==> src/rtl/gate_response_checker_pkg.sv <==
// Shared types and helpers for the gate response checker: op/state enums, bin count and the
// reference gate model used to judge each observed transaction.
package gate_chk_pkg;

  localparam int unsigned NUM_BINS = 16;

  typedef enum logic [1:0] {
    OpAnd  = 2'd0,
    OpOr   = 2'd1,
    OpXor  = 2'd2,
    OpNand = 2'd3
  } gate_op_e;

  typedef enum logic [1:0] {
    StIdle = 2'd0,
    StRun  = 2'd1,
    StDone = 2'd2
  } chk_state_e;

  function automatic logic gate_exp(gate_op_e op, logic a, logic b);
    logic y;
    unique case (op)
      OpAnd:   y = a & b;
      OpOr:    y = a | b;
      OpXor:   y = a ^ b;
      OpNand:  y = ~(a & b);
      default: y = 1'b0;
    endcase
    return y;
  endfunction

endpackage

==> src/rtl/gate_response_checker_cov_bins.sv <==
// Sticky 16-bin coverage bitmap with registered popcount and floor percentage.
// full reflects the bitmap as it will be after this edge, so the FSM can leave RUN on that edge.
module gate_cov_bins
  import gate_chk_pkg::*;
(
  input  logic       clk,
  input  logic       rst,
  input  logic       clear,
  input  logic       hit,
  input  logic [3:0] idx,
  output logic [4:0] hits,
  output logic [6:0] pct,
  output logic       full
);

  logic [NUM_BINS-1:0] bits_q, bits_d;
  logic [4:0]          hits_q, hits_d;
  logic [6:0]          pct_q, pct_d;
  logic [11:0]         prod;

  always_comb begin
    bits_d = bits_q;
    if (clear) begin
      bits_d = '0;
    end else if (hit) begin
      bits_d[idx] = 1'b1;
    end

    hits_d = '0;
    for (int i = 0; i < NUM_BINS; i++) begin
      hits_d = hits_d + 5'(bits_d[i]);
    end

    // 16 bins: divide by 16 is a shift, which truncates exactly as floor requires.
    prod  = {7'b0, hits_d} * 12'd100;
    pct_d = prod[10:4];
  end

  assign full = &bits_d;

  always_ff @(posedge clk or posedge rst) begin
    if (rst) begin
      bits_q <= '0;
      hits_q <= '0;
      pct_q  <= '0;
    end else begin
      bits_q <= bits_d;
      hits_q <= hits_d;
      pct_q  <= pct_d;
    end
  end

  assign hits = hits_q;
  assign pct  = pct_q;

endmodule

==> config.mk <==
export PLATFORM = sky130hd
export DESIGN_NAME = gate_cov_bins
export DESIGN_NICKNAME = d
export VERILOG_FILES = /design/src/rtl/gate_response_checker_pkg.sv /design/src/rtl/gate_response_checker_cov_bins.sv
export SDC_FILE = /design/constraint.sdc
export NUM_CORES = 1
export LEC_CHECK = 0
export CAP_MARGIN = 10
export CELL_PAD_IN_SITES_DETAIL_PLACEMENT = 1
export CELL_PAD_IN_SITES_GLOBAL_PLACEMENT = 1
export CORE_ASPECT_RATIO = 1.25
export CORE_MARGIN = 10
export CORE_UTILIZATION = 47
export DETAILED_ROUTE_END_ITERATION = 7
export PLACE_DENSITY = 0.87
export SLEW_MARGIN = 40
export SYNTH_ARGS = -nofsm -noshare
export SYNTH_HDL_FRONTEND = slang
export SYNTH_SLANG_ARGS = --single-unit
export TNS_END_PERCENT = 5
==> constraint.sdc <==
create_clock -name clk -period 8.7 [get_ports clk]
set_input_delay 1.74 -clock clk [delete_from_list [all_inputs] [get_ports clk]]
set_output_delay 1.74 -clock clk [all_outputs]
set_load 0.05 [all_outputs]
==> results of run 1 <==
[cell type report]
type	count	area [um^2]
repair buffers	20	200
inverters	32	120
clock inverters	1	5.00
well taps	39	48.8
fillers	398	1520
multi-input cells	103	931
flip-flops and latches	27	676
clock buffers	3	41.3
[cells by family after synthesis]
kind of cell	share of synthesized area
multiplexers	0.0129
adder cells (fa/ha/maj)	0.269
XOR/XNOR	0.0351
buffers and inverters	0.0815
flip-flops	0.386
AO/OA/AOI/OAI	0.0930
AND/OR/NAND/NOR	0.122
[path summary, 6_finish.rpt]
check	to	slack, ps	depth (start not counted)
setup / recovery	pct[6]	1050	23
max in group asynchronous	bits_q[13]	6500	2
hold reg to reg	bits_q[12]	620	2
hold / removal	bits_q[12]	620	2
setup reg to reg	pct[6]	3110	21
min in group asynchronous	bits_q[4]	1830	2
[cell usage in the layout (no fill, tap or decap), types with 3 or more instances in the layout]
cell	Yosys	layout
inv_1	32	31
dfrtp_1	27	27
ha_1	20	20
clkdlybuf4s50_1	0	20
a21oi_1	18	18
fa_1	11	11
nor2_1	9	9
or2_2	8	8
xnor2_1	6	6
nor2b_1	3	3
nand3_1	3	3
clkbuf_8	0	3
[power by group through the flow]
| stage | logic (mW) | registers, mW | clock network [mW] |
|---|---|---|---|
| after CTS | 0.0790 | 0.137 | 0.0760 |
| after floorplan | 0.0243 | 0.164 | 0 |
| after detailed placement | 0.0786 | 0.139 | 0 |
| final | 0.0774 | 0.137 | 0.0741 |
| after global routing | 0.0852 | 0.137 | 0.0799 |
| after global placement | 0.0763 | 0.139 | 0 |
[per-stage QoR]
step	std cells	hold WS (ps)	instance area (um^2)
after floorplan	166	517	1750
after global placement	221	561	1980
after detailed placement	221	587	1980
after CTS	225	612	2020
after global routing	225	655	2020
final	225	615	2020
[registers in the layout (all words and copies together) (netlist names)]
register / count
pct: 7
bits_q: 16
hits: 4
[per-layer routing]
layer  vias to the layer above  GRT usage  wire [um]
met1                       642      0.158       1630
met5                         -          0          0
met2                        23      0.262       2230
met4                         0     0.0621         99
met3                         7     0.0317        165
li1                        578          -          -
[worst max-delay path, delay by kind of cell]
family	cells	cell delay [ps]
xor+xnor	2	420
buf+inv	6	880
simple gates	2	710
compound gates	4	680
fa+ha+maj	9	3430
==> results.toml, run 1 <==
[floorplan]
rows = 24
die_w_um = 74.6
initial_utilization = 0.494
core_area_um2 = 3540
num_io_pins = 21
dieArea_um2 = 6580
die_y_um = 88.2

[sta]
fin_crit_sh = 0.880
worst-slew-pin-transition_ps = 568
fin_crit_ps = 7650
max_freq_ghz = 0.131
fin_tns_setup_ps = 0
slew-limit-headroom = 0.621
hold_violations = 0
setup_viol = 0
finalMaxSlewViolations = 0
skew_ps = 3.94
worst_slack_ps = 1050
rsz0062_at_grt = "false"

[worst_hold_path]
hp-start = "bits_q[12]"
holdCritPathClass = "reg -> reg"

[yosys]
ys_top_cells_by_count = "inv_1 (32), dfrtp_1 (27), ha_1 (20)"
ys_dominant_reg_cell = "dfrtp_1"
netlist.area_leader.share = 0.386
avgSynthCellArea_um2 = 10.5
yosysTopAreaCell = "dfrtp_1"
synth_area_leaders = "dfrtp_1 (39%), ha_1 (14%), fa_1 (13%)"
synth-edff-count = 0
yosysWarningCount = 0
yosysUniqueCellTypes = 29
async_flop_share = 1.00
synth_nets = 205
ys_seq_area_frac = 0.386
ys_ff_latch = 27
yosysMostFrequentCell = "inv_1"
synthCells = 166
mappedNetlistArea_um2 = 1750

[drt]
drt_wl_total_mm = 4.12
ant_nets = 0
drtPass1Iterations = 4
wl_per_cell_um = 18.3
drtIter0Drc = 40
via_per_inst = 5.56
via_count = 1250
drc = 0

[clock_tree]
cts_buffer_depth = 2
clkSinkCount = 27
clkTransAtPathRegs_ps = 100
clock_latency_ps = 280
cts_tree = "built"
cts-resized-gates = 0
htreeDepth = 1
cts_root_buffer = "clkbuf_8"
cts_setup_buffers = 0
cts_buffers = 3
hold_buffers = 0

[grt]
grt_usage = 0.145
grt_pass1_wl_mm = 7.29
grt-ovfl-total = 0
antenna_found_initial = 0
grt_max_degree = 28
first_global_vias = 1463

[critical_path]
crit_path_cell_trace = "clkdlybuf4s50_1 > nor2_1 > a21oi_1 > or2_2 > fa_1 > inv_1 > fa_1 > inv_1 > fa_1 > fa_1 > inv_1 > ha_1 > a21o_1 > a21oi_1 > xnor2_1 > inv_1 > ha_1 > inv_1 > ha_1 > ha_1 > ha_1 > a31oi_1 > xnor2_1"
cp-start-kind = "input port"
slowest_stage = "fa_1"
worstPathArrival_ps = 7860
cp_slowest_stage_delay_ps = 560
r2r-start = "bits_q[5]"
endpoint_kind = "flop"
setup.worst_path.start = "idx[1]"
worstPathRequired_ps = 8910
crit_type = "in -> reg"
worstPathMaxFanout = 7

[place]
dpl.hpwl_mm = 3.35
dpl_worst_slack_ps = 780
routabilityCongestion = 0.784
numPortBuffers = 20

[power_and_ir_drop]
switchingPower_uw = 96.3
clkPwrFrac = 0.257
p_leak_nw = 1.10
p_total_uw = 288
comb_power_share = 0.268
intPower_uw = 192
swShare = 0.334
vdd.ir_drop.worst_uv = 97.8
power_density_nw_per_um2 = 143
power_frac_seq = 0.474

[cells_and_area]
drive_gt1_frac = 0.0914
diodes = 0
area_growth_pct = 15.6
post-route-util = 0.571
fin_nets = 226

[run_status]
outcome = "complete, no violations"

[job]
maxCapViolCount = 0
No activity file was read; power rests on OpenSTA's default activity.
==> inputs of run 2 (changes only) <==
--- a/config.mk
+++ b/config.mk
@@ -13,7 +13,7 @@
 export CORE_UTILIZATION = 47
 export DETAILED_ROUTE_END_ITERATION = 7
 export PLACE_DENSITY = 0.87
-export SLEW_MARGIN = 40
+export SLEW_MARGIN = 15
 export SYNTH_ARGS = -nofsm -noshare
 export SYNTH_HDL_FRONTEND = slang
 export SYNTH_SLANG_ARGS = --single-unit
==> results.toml, run 2 (same netlist as run 1, synthesis figures left out) <==
[floorplan]
initial_utilization = 0.494
die_y_um = 88.2
die_w_um = 74.6
num_io_pins = 21
core_area_um2 = 3540
rows = 24
dieArea_um2 = 6580

[place]
placed_area_um2 = 1980
routabilityCongestion = 0.784
dpl.hpwl_mm = 3.35
dpl.cell_count = 221
numPortBuffers = 20

[clock_tree]
cts_setup_buffers = 0
hold_buffers = 0
cts_tree = "built"
clkSinkCount = 27
clock_latency_ps = 280
cts-resized-gates = 0
cts_buffers = 3
cts_root_buffer = "clkbuf_8"
clkTransAtPathRegs_ps = 100
htreeDepth = 1
cts_buffer_depth = 2

[power_and_ir_drop]
intPower_uw = 192
swShare = 0.334
comb_power_share = 0.268
p_leak_nw = 1.10
power_frac_seq = 0.474
switchingPower_uw = 96.2
vdd.ir_drop.worst_uv = 97.8
clkPwrFrac = 0.257
power_density_nw_per_um2 = 142

[critical_path]
critPathTopFamily = "adder cells"
crit_path_cell_trace = "clkdlybuf4s50_1 > nor2_1 > a21oi_1 > or2_2 > fa_1 > inv_1 > fa_1 > inv_1 > fa_1 > fa_1 > inv_1 > ha_1 > a21o_1 > a21oi_1 > xnor2_1 > inv_1 > ha_1 > inv_1 > ha_1 > ha_1 > ha_1 > a31oi_1 > xnor2_1"
r2r_setup_slack_ps = 3110
worstPathMaxFanout = 7
reg2reg_depth = 21
worstPathArrival_ps = 7860
cp-start-kind = "input port"
worstPathRequired_ps = 8910
r2r-start = "bits_q[5]"
slowest_stage = "fa_1"
cp_slowest_stage_delay_ps = 560
reg2reg_to = "pct[6]"
crit_type = "in -> reg"
path_buf_inv = 6
endpoint_kind = "flop"

[drt]
drtPass1Iterations = 4
via_count = 1254
via_per_inst = 5.57
drc = 0
drt_wl_total_mm = 4.12
drtIter0Drc = 40
wl_per_cell_um = 18.3
ant_nets = 0

[grt]
grt_usage = 0.145
grt_pass1_wl_mm = 7.29
grt_max_degree = 28
first_global_vias = 1463
grt-ovfl-total = 0
antenna_found_initial = 0

[sta]
fin_crit_ps = 7650
hold_violations = 0
skew_ps = 3.94
fin_tns_setup_ps = 0
slew-limit-headroom = 0.312
fin_crit_sh = 0.880
rsz0062_at_grt = "false"
max_freq_ghz = 0.131
worst-slew-pin-transition_ps = 1030
setup_viol = 0
holdWs_ps = 615
finalMaxSlewViolations = 0

[worst_hold_path]
holdCritPathClass = "reg -> reg"
hold_depth = 2
min_to = "bits_q[12]"
hp-start = "bits_q[12]"

[cells_and_area]
regArea_um2 = 676
final_common_cell = "inv_1"
largest_reg_flops = 16
fin_nets = 226
fin_cells = 225
final_cell_mix = "inv_1 (32), dfrtp_1 (27), ha_1 (20), clkdlybuf4s50_1 (20), a21oi_1 (18)"
diodes = 0
regMostFlops = "bits_q"
drive_gt1_frac = 0.0860
fill_cells = 398
post-route-util = 0.571
final_area_um2 = 2020
area_growth_pct = 15.6
multi_input_area_um2 = 931

[job]
maxCapViolCount = 0

[run_status]
outcome = "complete, no violations"
run 2: cell counts in the layout (fill, tap and decap cells not counted):
No cell type changed its count.
run 2: per-layer routing:
layer  global-route usage  share of wire  vias to the layer above
met5                    0              0                        -
met4               0.0621          0.024                        0
met3               0.0317          0.042                        7
met2                0.262           0.54                       25
met1                0.158           0.39                      644
li1                     -              -                      578
run 2: tightest hold or removal path, delay by kind of cell (launching register included):
kind / cells / cell delay, ps
flip-flops: 1 / 380
AND/OR/NAND/NOR: 1 / 140
AO/OA/AOI/OAI: 1 / 50
run 2: final cells by class:
type / count / area share
Multi-Input combinational cell: 103 / 0.460
Sequential cell: 27 / 0.334
Timing Repair Buffer: 20 / 0.0990
Inverter: 32 / 0.0594
Tap cell: 39 / 0.0241
Clock buffer: 3 / 0.0204
Clock inverter: 1 / 0.00248
run 2: power groups by stage:
stage / clock, mW / combinational (mW) / sequential, mW
2_1_floorplan: 0 / 0.0243 / 0.164
3_3_place_gp: 0 / 0.0763 / 0.139
3_5_place_dp: 0 / 0.0785 / 0.139
4_1_cts: 0.0760 / 0.0789 / 0.137
5_1_grt: 0.0799 / 0.0851 / 0.137
6_report: 0.0741 / 0.0773 / 0.137
run 2: through the flow:
| stage | total power, mW | setup slack, ps |
|---|---|---|
| after CTS | 0.292 | 1060 |
| final | 0.288 | 1050 |
| after detailed placement | 0.218 | 780 |
| after floorplan | 0.188 | 1880 |
| after global routing | 0.303 | 676 |
| after global placement | 0.215 | 970 |
run 2: worst max-delay path by stage:
stage	from	endpoint	slack [ps]	cells past startpoint
global route	idx[1]	pct[6]	680	23
detailed placement	idx[0]	pct[6]	780	23
finish	idx[1]	pct[6]	1050	23
global placement	idx[0]	pct[6]	970	23
floorplan	idx[3]	pct[6]	1880	22
CTS	idx[1]	pct[6]	1060	23
